$ cat src/rtl/line_bus_pkg.sv
// Shared definitions for the line bus capture block: width limits, filter counter
// sizing and the snapshot record seen by the synchroniser controller.
package line_bus_pkg;

    localparam int LB_MAX_WIDTH = 64;
    localparam int LB_MAX_SYNC  = 4;

    // Snapshot as presented to the controller register file.
    typedef struct packed {
        logic                    valid;
        logic [LB_MAX_WIDTH-1:0] data;
    } lb_snapshot_t;

    // Counter must hold 0..filt_len without wrapping.
    function automatic int lb_cnt_width(input int filt_len);
        return $clog2(filt_len + 1);
    endfunction

endpackage

$ cat src/rtl/line_bus_filter.sv
// One status line: SYNC_STAGES-deep synchroniser followed by the output flop, with
// an optional FILT_LEN-cycle stability filter when LINE_BUS_CAPTURE_FILTER_EN is defined.
module line_bus_filter
    import line_bus_pkg::*;
#(
    parameter int SYNC_STAGES = 2,
    parameter int FILT_LEN    = 4
) (
    input  logic clk,
    input  logic rst_n,
    input  logic line_i,
    input  logic en,
    output logic out_q_o,
    output logic out_d_o
);

    logic [SYNC_STAGES-1:0] sync_q;
    logic [SYNC_STAGES-1:0] sync_d;
    logic                   sync_s;
    logic                   out_q;
    logic                   out_d;

    // Synchroniser shift chain, free-running regardless of en.
    always_comb begin
        sync_d = {sync_q[SYNC_STAGES-2:0], line_i};
    end

    assign sync_s = sync_q[SYNC_STAGES-1];

`ifdef LINE_BUS_CAPTURE_FILTER_EN
    localparam int CW = lb_cnt_width(FILT_LEN);
    localparam logic [CW-1:0] CNT_LAST = CW'(FILT_LEN - 1);

    logic [CW-1:0] cnt_q;
    logic [CW-1:0] cnt_d;

    // Output follows s only after FILT_LEN consecutive enabled cycles of disagreement.
    always_comb begin
        cnt_d = cnt_q;
        out_d = out_q;
        if (!en) begin
            cnt_d = {CW{1'b0}};
        end else if (sync_s == out_q) begin
            cnt_d = {CW{1'b0}};
        end else if (cnt_q == CNT_LAST) begin
            out_d = sync_s;
            cnt_d = {CW{1'b0}};
        end else begin
            cnt_d = cnt_q + CW'(1'b1);
        end
    end

    // Filter counter register.
    always_ff @(posedge clk or negedge rst_n) begin
        if (!rst_n) begin
            cnt_q <= {CW{1'b0}};
        end else begin
            cnt_q <= cnt_d;
        end
    end
`else
    logic [7:0] unused_filt_len_s;
    assign unused_filt_len_s = 8'(FILT_LEN);

    // Unfiltered build: output takes the synchronised value whenever enabled.
    always_comb begin
        out_d = out_q;
        if (en) begin
            out_d = sync_s;
        end else begin
            out_d = out_q;
        end
    end
`endif

    // Synchroniser and output state.
    always_ff @(posedge clk or negedge rst_n) begin
        if (!rst_n) begin
            sync_q <= {SYNC_STAGES{1'b0}};
            out_q  <= 1'b0;
        end else begin
            sync_q <= sync_d;
            out_q  <= out_d;
        end
    end

    assign out_q_o = out_q;
    assign out_d_o = out_d;

endmodule

$ cat src/rtl/line_bus_capture.sv
// Captures WIDTH asynchronous status lines, produces rise/fall pulses and a one-entry
// change snapshot with valid/ready and sticky overflow. Filter: LINE_BUS_CAPTURE_FILTER_EN.
module line_bus_capture
    import line_bus_pkg::*;
#(
    parameter int WIDTH       = 16,
    parameter int SYNC_STAGES = 2,
    parameter int FILT_LEN    = 4
) (
    input  logic             clk,
    input  logic             rst_n,
    input  logic [WIDTH-1:0] lines,
    input  logic             en,
    output logic [WIDTH-1:0] out,
    output logic [WIDTH-1:0] rise,
    output logic [WIDTH-1:0] fall,
    output logic             chg_valid,
    input  logic             chg_ready,
    output logic [WIDTH-1:0] chg_data,
    output logic             ovf,
    input  logic             ovf_clr
);

    logic [WIDTH-1:0] out_q_s;
    logic [WIDTH-1:0] out_d_s;
    logic [WIDTH-1:0] rise_q;
    logic [WIDTH-1:0] rise_d;
    logic [WIDTH-1:0] fall_q;
    logic [WIDTH-1:0] fall_d;
    logic             chg_valid_q;
    logic             chg_valid_d;
    logic [WIDTH-1:0] chg_data_q;
    logic [WIDTH-1:0] chg_data_d;
    logic             ovf_q;
    logic             ovf_d;
    logic             chg_event_s;
    logic             ovf_set_s;

    for (genvar i = 0; i < WIDTH; i++) begin : g_line
        line_bus_filter #(
            .SYNC_STAGES (SYNC_STAGES),
            .FILT_LEN    (FILT_LEN)
        ) u_filt (
            .clk     (clk),
            .rst_n   (rst_n),
            .line_i  (lines[i]),
            .en      (en),
            .out_q_o (out_q_s[i]),
            .out_d_o (out_d_s[i])
        );
    end

    // Edge pulses are registered alongside the out update they describe.
    always_comb begin
        rise_d = out_d_s & ~out_q_s;
        fall_d = ~out_d_s & out_q_s;
    end

    assign chg_event_s = en & (|(rise_q | fall_q));

    // Snapshot register and sticky overflow; a new overflow beats a clear.
    always_comb begin
        chg_valid_d = chg_valid_q;
        chg_data_d  = chg_data_q;
        ovf_set_s   = 1'b0;
        if (chg_event_s) begin
            chg_valid_d = 1'b1;
            chg_data_d  = out_q_s;
            ovf_set_s   = chg_valid_q & ~chg_ready;
        end else if (chg_valid_q && chg_ready) begin
            chg_valid_d = 1'b0;
        end else begin
            chg_valid_d = chg_valid_q;
        end

        if (ovf_set_s) begin
            ovf_d = 1'b1;
        end else if (ovf_clr) begin
            ovf_d = 1'b0;
        end else begin
            ovf_d = ovf_q;
        end
    end

    // Pulse, snapshot and overflow state.
    always_ff @(posedge clk or negedge rst_n) begin
        if (!rst_n) begin
            rise_q      <= {WIDTH{1'b0}};
            fall_q      <= {WIDTH{1'b0}};
            chg_valid_q <= 1'b0;
            chg_data_q  <= {WIDTH{1'b0}};
            ovf_q       <= 1'b0;
        end else begin
            rise_q      <= rise_d;
            fall_q      <= fall_d;
            chg_valid_q <= chg_valid_d;
            chg_data_q  <= chg_data_d;
            ovf_q       <= ovf_d;
        end
    end

    assign out       = out_q_s;
    assign rise      = rise_q;
    assign fall      = fall_q;
    assign chg_valid = chg_valid_q;
    assign chg_data  = chg_data_q;
    assign ovf       = ovf_q;

endmodule

$ cat config.mk
export PLATFORM = sky130hd
export DESIGN_NAME = line_bus_capture
export DESIGN_NICKNAME = d
export VERILOG_FILES = /design/src/rtl/line_bus_pkg.sv /design/src/rtl/line_bus_filter.sv /design/src/rtl/line_bus_capture.sv
export SDC_FILE = /design/constraint.sdc
export NUM_CORES = 1
export LEC_CHECK = 0
export ABC_AREA = 1
export CAP_MARGIN = 20
export CELL_PAD_IN_SITES_DETAIL_PLACEMENT = 1
export CELL_PAD_IN_SITES_GLOBAL_PLACEMENT = 2
export CORE_MARGIN = 2
export CORE_UTILIZATION = 31
export CTS_BUF_LIST = sky130_fd_sc_hd__clkbuf_8
export DETAILED_ROUTE_END_ITERATION = 12
export GPL_ROUTABILITY_DRIVEN = 0
export GPL_TIMING_DRIVEN = 0
export PLACE_DENSITY = 0.8
export SLEW_MARGIN = 10
export SYNTH_ARGS = -nofsm -noshare
export SYNTH_HDL_FRONTEND = slang
export SYNTH_SLANG_ARGS = --single-unit
$ cat constraint.sdc
create_clock -name clk -period 1.4 [get_ports clk]
set_input_delay 0.14 -clock clk [delete_from_list [all_inputs] [get_ports clk]]
set_output_delay 0.14 -clock clk [all_outputs]
set_load 0.02 [all_outputs]
==> results of run 1 <==
==> cells in the mapped netlist, drive strengths merged <==
cell type and number:
clkbuf 1, nand3 17, dfrtp 98, inv 38
nor2 54, buf 22, nand4 3, nand2 80
o21ai 18, and2 1
==> power by group through the flow <==
stage | clock (mW) | combinational [mW] | sequential [mW]
after global placement | 0 | 1.11 | 3.27
after floorplan | 0 | 0.385 | 3.40
final | 1.69 | 1.06 | 3.21
after CTS | 1.76 | 1.05 | 3.21
after global routing | 1.89 | 1.18 | 3.24
after detailed placement | 0 | 1.15 | 3.27
==> sequential cells by signal (all words and copies together) (netlist names) <==
register / cells
chg_data: 16
chg_valid: 1
fall: 16
g_line.u_filt.out_q_o: 16
g_line.u_filt.sync_q: 32
ovf: 1
rise: 16
==> final cells by class <==
type	instances	area (sq um)
fill	1244	6080
clock buffer	11	151
timing repair buffer	101	928
tap	140	175
sequential	98	2450
multi-input combinational	173	761
inverter	38	143
buffer	23	168
clock inverter	5	30.0
==> cell families after synthesis <==
| logic type | count (synthesis) |
|---|---|
| AOI/OAI and AO/OA | 18 |
| buffers and inverters | 61 |
| DFF | 98 |
| and+or+nand+nor | 155 |
==> worst max path at each step <==
| stage | slack, ns | endpoint | from |
|---|---|---|---|
| final | 0.02 | chg_data[3] | fall[5] |
| after global routing | -0.12 | chg_data[4] | fall[5] |
| after CTS | -0.007 | chg_data[13] | rise[10] |
| after detailed placement | -0.39 | rise[10] | en |
| after global placement | -3.38 | g_line[4].u_filt.out_q_o | rst_n |
| after floorplan | 0.04 | chg_valid | fall[0] |
==> timing repair <==
action                                 4_1_cts  5_1_grt
cloned                                       1        1
setup buffers                                8        3
pin swaps                                    3        5
hold buffers                                 1        0
gates resized for setup                     72       27
setup endpoints to repair                   84       35
endpoints found under the hold margin       48        0
==> worst reg2reg max path, delay by kind of cell, from the launching register on <==
kind / cells / cell delay [ns]
AOI/OAI and AO/OA: 1 / 0.24
and+or+nand+nor: 6 / 0.50
buffers and inverters: 1 / 0.17
DFF: 1 / 0.41
==> per-layer routing <==
metal | vias up | GRT usage, % | wire length (um)
li1 | 1220 | - | -
met4 | 0 | 6.51 | 158
met3 | 9 | 3.50 | 306
met5 | - | 0 | 0
met1 | 1223 | 19.0 | 3590
met2 | 44 | 23.4 | 4130
==> metrics by stage <==
step / instance area [sq um] / hold slack (ns) / util, % / worst slack [ns] / setup TNS (ns)
after global routing: 4810 / 0.186 / 44.2 / -0.124 / -1.82
after floorplan: 3470 / -0.156 / - / 0.0432 / 0
final: 4810 / 0.212 / 44.2 / 0.0182 / 0
after CTS: 4720 / 0.190 / 43.3 / -0.00730 / -0.0373
after detailed placement: 4530 / 0.208 / 41.6 / -0.386 / -11.61
after global placement: 4510 / 0.332 / 41.4 / -3.38 / -339.61
==> results.md, run 1 <==
* Switching power at 1.73 mW
* Commonest non-fill, non-tap cell in the layout: dfrtp_1
* Fmax at 724 MHz
* Port Buffers at 86
* Crit-path cells: nor2_2 > nand2_2 > nor2_1 > nand2_1 > o21ai_4 > buf_6 > nand2_1 > nand2_1
* RSZ-0062 raised after global routing: yes
* Syn avg cell area at 10.5 sq um
* Total Wirelength at 8.19 mm
* Maximum cell stage delay along the critical path at 0.41 ns
* Finished Layout Cells at 589
* Worst path most repeated cell: nand2_1
* Clock sink count at 98
* Total power at 5.95 mW
* Library cells used by synthesis at 14
* Initial antenna violation count at 0
* Sw Ratio at 29.0%
* Detailed-route via count at 2496
* Setup-failing EPs final at 0
* LEAKAGE at 2.58 nW
* Core area at 10900 sq um
* WP buf/inv at 1
* Reg2reg path depth at 8
* Gr usage total at 14.7%
* GRT overflow at 0
* Crit path launch type: flip-flop
* Hold path startpoint: lines[9]
* Via density at 4.24
* ANT nets after route at 0
* Clk buf depth at 2
* Number of I/O pins at 87
* WHS Endpoint: g_line[9].u_filt.sync_q[0]
* Final Max Slew Viols at 0
* Cells after Synth at 332
* Wirelength per Cell at 13.9 um
* Die area at 12100 sq um
* Synth top area cells: dfrtp_1 71%, nand2_1 8.5%, nor2_1 5.8%, inv_1 4.1%, buf_4 3.5%
* Largest family of logic cells by synthesized area: simple AND/OR/NAND/NOR gates
* Worst-skew pair later-pin latency at 0.36 ns
* Largest net degree at the start of global routing at 51
* Internal power at 4.22 mW
* Sequential fraction of the synthesis area at 70.6%
* Data arrival, critical path at 1.68 ns
* Die W at 110 um
* Status: completed
* FF+latch count, synth at 98
* Sequential share of power at 53.9%
* First-pass GRT wire length at 12.9 mm
* Fin. Hold Viols at 0
* Comb power frac at 17.8%
* Post-synthesis adder-cell area fraction at 0%
* Syn_nets at 353
* Warnings from Yosys at 0
* Commonest cells after routing, fill and taps aside: 98 x dfrtp_1, 69 x nand2_1, 59 x dlygate4sd2_1
* Reg clk slew, reported paths at 0.09 ns
* Crit path max-delay family: simple AND/OR/NAND/NOR gates
* Synth Area in Compound Gates at 2.92%
* Cell Area, Synth at 3470 sq um
* Setup slack, reg-to-reg at 0.02 ns
* WP depth at 8
* N_diodes at 0
* Vias in the first global route at 2524
* Post-route DRC violation count at 0
* Crit Path Max Fanout at 5
* Period Utilization, post-route at 98.7%
* Slowest cell on crit path: dfrtp_1
* Layout overhead on the synthesized area at 38.5%
* CTS Buf Count at 9
* Initial Utilization at 31.9%
* Clock Skews at 0.0112 ns
* Xor/xnor share of the synthesized area at 0%
* Nets@finish at 465
* Pwr Density at 1240 nW/um^2
* CTS tree: yes
* Top cell type's share of synthesized area at 70.6%
* First-pass iteration count of the detailed router at 4
* Worst hold path depth at 1
* Placed cell count at 559
* Slew headroom at 58.4%
* 1st-iter DRT viols at 82
* Layout cells sized above 1 at 16.0%
* Setup CP Type: flip-flop to flip-flop
* Mux contribution to synthesized area at 0%
* Worst Hold Class: primary input to flip-flop
* VDD IR max at 0.000402 V
* Worst EP required at 1.70 ns
* Die height at 110 um
* Root buf cell: clkbuf_8
* Clock Power Share at 28.3%
* Row cnt at 38
* H-tree levels at 3
* Crit. End Element: flip-flop
* Worst r2r src: fall[5]
* DPL Wire Length at 5.84 mm
* Largest area contributor in the netlist: dfrtp_1
* Fin crit period at 1.38 ns
* Max-Cap Viols at 0
* Worst Tran Pin Value at 0.624 ns
* Post-Synth Simple-Gate Area at 17.7%
* FF-to-FF End: chg_data[3]
Note: power is estimated with default switching activity, not from simulation.
==> run 2: changes to the inputs <==
ABC_AREA = unset   (was 1)
CORE_UTILIZATION = 34   (was 31)
SLEW_MARGIN = unset   (was 10)
==> results.md, run 2 <==
* Status: finished with violations (was completed)
* Failing checks: negative setup slack
* Commonest non-fill, non-tap cell in the layout: dfrtp_1 (unchanged)
* Crit Path Max Fanout at 4 (was 5)
* Largest area contributor in the netlist: dfrtp_1 (unchanged)
* CP endpoint: chg_data[0] (was chg_data[3])
* Most common cell in the synthesized netlist: dfrtp_1 (unchanged)
* RSZ-0062 raised after global routing: yes (unchanged)
* Library cells used by synthesis at 19 (was 14)
* Worst-skew pair later-pin latency at 0.36 ns (about the same)
* Period Utilization, post-route at 134% (was 98.7%)
* Final-layout fill cell count at 1021 (was 1244)
* Slew headroom at 60.3% (was 58.4%)
* Largest net degree at the start of global routing at 55 (was 51)
* Warnings from Yosys at 0 (unchanged)
* Sequential share of power at 51.6% (was 53.9%)
* CTS Buf Count at 9 (unchanged)
* Max FFs per register at 32 (unchanged)
* Clock Power Share at 30.0% (was 28.3%)
* VDD IR max at 0.000515 V (was 0.000402 V)
* Clk buf depth at 2 (unchanged)
* Core area at 9640 sq um (was 10900 sq um)
* Seq. cell area at 2460 sq um (was 2450 sq um)
* Row cnt at 36 (was 38)
* EDFF count, synth at 0 (unchanged)
* Synth top area cells: dfrtp_1 74%, mux2_2 8.1%, buf_4 3.6%, mux2_4 3.6%, nor2b_1 3.0% (was dfrtp_1 71%, nand2_1 8.5%, nor2_1 5.8%, inv_1 4.1%, buf_4 3.5%)
* Multi-input logic area at 795 sq um (was 761 sq um)
* Synth cell count leaders: 98 x dfrtp_1, 24 x mux2_2, 16 x buf_4, 16 x nand2_1, 16 x nor2b_1 (was 98 x dfrtp_1, 79 x nand2_1, 54 x nor2_1, 38 x inv_1)
* Fin. Hold Viols at 0 (unchanged)
* Nets@finish at 354 (was 465)
* Total Wirelength at 7.28 mm (was 8.19 mm)
* Die W at 103 um (was 110 um)
* Sw Ratio at 27.9% (was 29.0%)
* Worst r2r src: rise[8] (was fall[5])
* First-pass GRT wire length at 11.4 mm (was 12.9 mm)
* Post-route DRC violation count at 0 (unchanged)
* Die area at 10600 sq um (was 12100 sq um)
* DPL Wire Length at 4.82 mm (was 5.84 mm)
* Clock Skews at 0.0213 ns (was 0.0112 ns)
* Async set-reset flop share out of synthesis at 100% (unchanged)
* LEAKAGE at 2.32 nW (was 2.58 nW)
* Final Max Slew Viols at 0 (unchanged)
* Worst Slack Setup Final at -0.483 ns (was 0.0182 ns)
* Comb power frac at 18.5% (was 17.8%)
* Port Buffers at 85 (was 86)
* Switching power at 1.74 mW (was 1.73 mW)
* Crit path launch type: flip-flop (unchanged)
* Die height at 103 um (was 110 um)
* Worst EP required at 1.64 ns (was 1.70 ns)
* Critical path launch point: rise[8] (was fall[5])
* Setup TNS at -7.84 ns (was 0 ns)
* GRT overflow at 0 (unchanged)
* Initial Utilization at 34.5% (was 31.9%)
* N_diodes at 0 (unchanged)
* Total power at 6.25 mW (was 5.95 mW)
* Number of I/O pins at 87 (unchanged)
* Internal power at 4.51 mW (was 4.22 mW)
* Clock sink count at 98 (unchanged)
* CTS tree: yes (unchanged)
* Root buf cell: clkbuf_8 (unchanged)
* Fmax at 531 MHz (was 724 MHz)
* Layout cells sized above 1 at 31.7% (was 16.0%)
* Wirelength per Cell at 15.5 um (was 13.9 um)
* Setup-failing EPs final at 18 (was 0)
* Gr usage total at 14.7% (about the same)
* Setup slack, reg-to-reg at -0.48 ns (was 0.02 ns)
* Cell Area, Synth at 3330 sq um (was 3470 sq um)
* 1st-iter DRT viols at 34 (was 82)
* Syn_nets at 234 (was 353)
* Ys flop type: dfrtp_1 (unchanged)
* Reg clk slew, reported paths at 0.10 ns (was 0.09 ns)
* Hold_ws at 0.173 ns (was 0.212 ns)
* Top cell type's share of synthesized area at 73.7% (was 70.6%)
* Initial antenna violation count at 0 (unchanged)
* Cells after Synth at 213 (was 332)
* Commonest cells after routing, fill and taps aside: 91 x dfrtp_1, 58 x dlygate4sd2_1, 39 x buf_4 (was 98 x dfrtp_1, 69 x nand2_1, 59 x dlygate4sd2_1)
* Max-Cap Viols at 0 (unchanged)
* Fin crit period at 1.88 ns (was 1.38 ns)
* FF+latch count, synth at 98 (unchanged)
* FF-to-FF End: chg_data[0] (was chg_data[3])
* Data arrival, critical path at 2.12 ns (was 1.68 ns)
* First-pass iteration count of the detailed router at 3 (was 4)
* Worst Tran Pin Value at 0.596 ns (was 0.624 ns)
* Sequential fraction of the synthesis area at 73.7% (was 70.6%)
* Largest Register: g_line.u_filt.sync_q (unchanged)
* Detailed-route via count at 2049 (was 2496)
* ANT nets after route at 0 (unchanged)
* Worst Hold Class: primary input to flip-flop (unchanged)
* Syn avg cell area at 15.6 sq um (was 10.5 sq um)
* Setup CP Type: flip-flop to flip-flop (unchanged)
* Vias in the first global route at 2104 (was 2524)
* H-tree levels at 3 (unchanged)
* Layout overhead on the synthesized area at 43.4% (was 38.5%)
* Reg2reg path depth at 5 (was 8)
* Crit. End Element: flip-flop (unchanged)
* Placed cell areas at 4380 sq um (was 4530 sq um)
* Pwr Density at 1310 nW/um^2 (was 1240 nW/um^2)
* Final Cell Area at 4770 sq um (was 4810 sq um)
* Via density at 4.35 (was 4.24)
## run 2: cell types whose count changed after synthesis, moves of 7 or more
cell,previous run,this run
inv_1,38,1
mux2_2,0,24
mux2_4,0,8
nand2_1,79,16
nand3_1,17,0
nor2_1,54,15
nor2b_1,0,16
nor4_1,0,7
o21ai_0,17,0
## run 2: power by group through the flow
stage	registers, mW	clock network, mW	logic (mW)
4_1_cts	3.23	1.94	1.10
2_1_floorplan	3.43	0	0.387
3_3_place_gp	3.28	0	1.12
3_5_place_dp	3.29	0	1.14
6_report	3.22	1.87	1.15
5_1_grt	3.26	2.06	1.25
## run 2: how the worst min path moves through the flow
stage	startpoint	endpoint	depth (start not counted)
global route	en	g_line[15].u_filt.out_q_o	2
detailed placement	rst_n	chg_valid	1
global placement	g_line[9].u_filt.sync_q[0]	g_line[9].u_filt.sync_q[1]	0
finish	en	g_line[7].u_filt.out_q_o	2
floorplan	rst_n	chg_data[0]	0
CTS	en	g_line[15].u_filt.out_q_o	2
## run 2: worst max-delay path: stages, from the launching register on
cell	delay, ns
dfrtp_1	0.42
nor4_4	0.33
nand4_1	0.23
o21ai_4	0.29
buf_4	0.18
mux2_2	0.32
## run 2: cells by family after synthesis
family / after synthesis / synth area share [%]
mux: 32 / 11.7
flops: 98 / 73.7
compound gates: 2 / 0.677
buf+inv: 22 / 4.85
simple gates: 59 / 9.03
## run 2: layout make-up
| cell class | instances | area share [%] |
|---|---|---|
| repair buffers | 109 | 20.5 |
| clock inverters | 7 | 1.71 |
| clock buffers | 9 | 2.60 |
| well taps | 133 | 3.49 |
| flip-flops and latches | 98 | 51.6 |
| plain buffers | 21 | 3.33 |
| multi-input cells | 93 | 16.7 |
| inverters | 1 | 0.0787 |
## run 2: layer usage
layer	part of all wire (%)	GRT usage, %	wire length, um
met5	0	0	0
met4	1.3	5.16	91
met3	3.4	2.98	245
met2	51	23.8	3720
met1	44	19.6	3220
## run 2: repair_timing
action | in CTS | in global routing
setup endpoints to repair | 94 | 29
setup buffers | 11 | 11
pin swaps | 2 | 5
resized for setup | 79 | 12
endpoints found under the hold margin | 44 | 0
hold buffers | 1 | 0
## run 2: stage by stage
step                instances  util, %  setup slack, ns
floorplan                 213        -           -0.376
global placement          431     45.1            -3.77
detailed placement        432     45.4           -0.865
CTS                       460     48.4           -0.482
global route              471     49.5           -0.553
finish                    471     49.5           -0.483
==> run 3: changes to the inputs <==
HOLD_SLACK_MARGIN = 0.06   (was unset)
SLEW_MARGIN = 5   (was unset)
==> results of run 3 <==
Same layout as run 2: the final DEF is identical, and so are final timing and power.
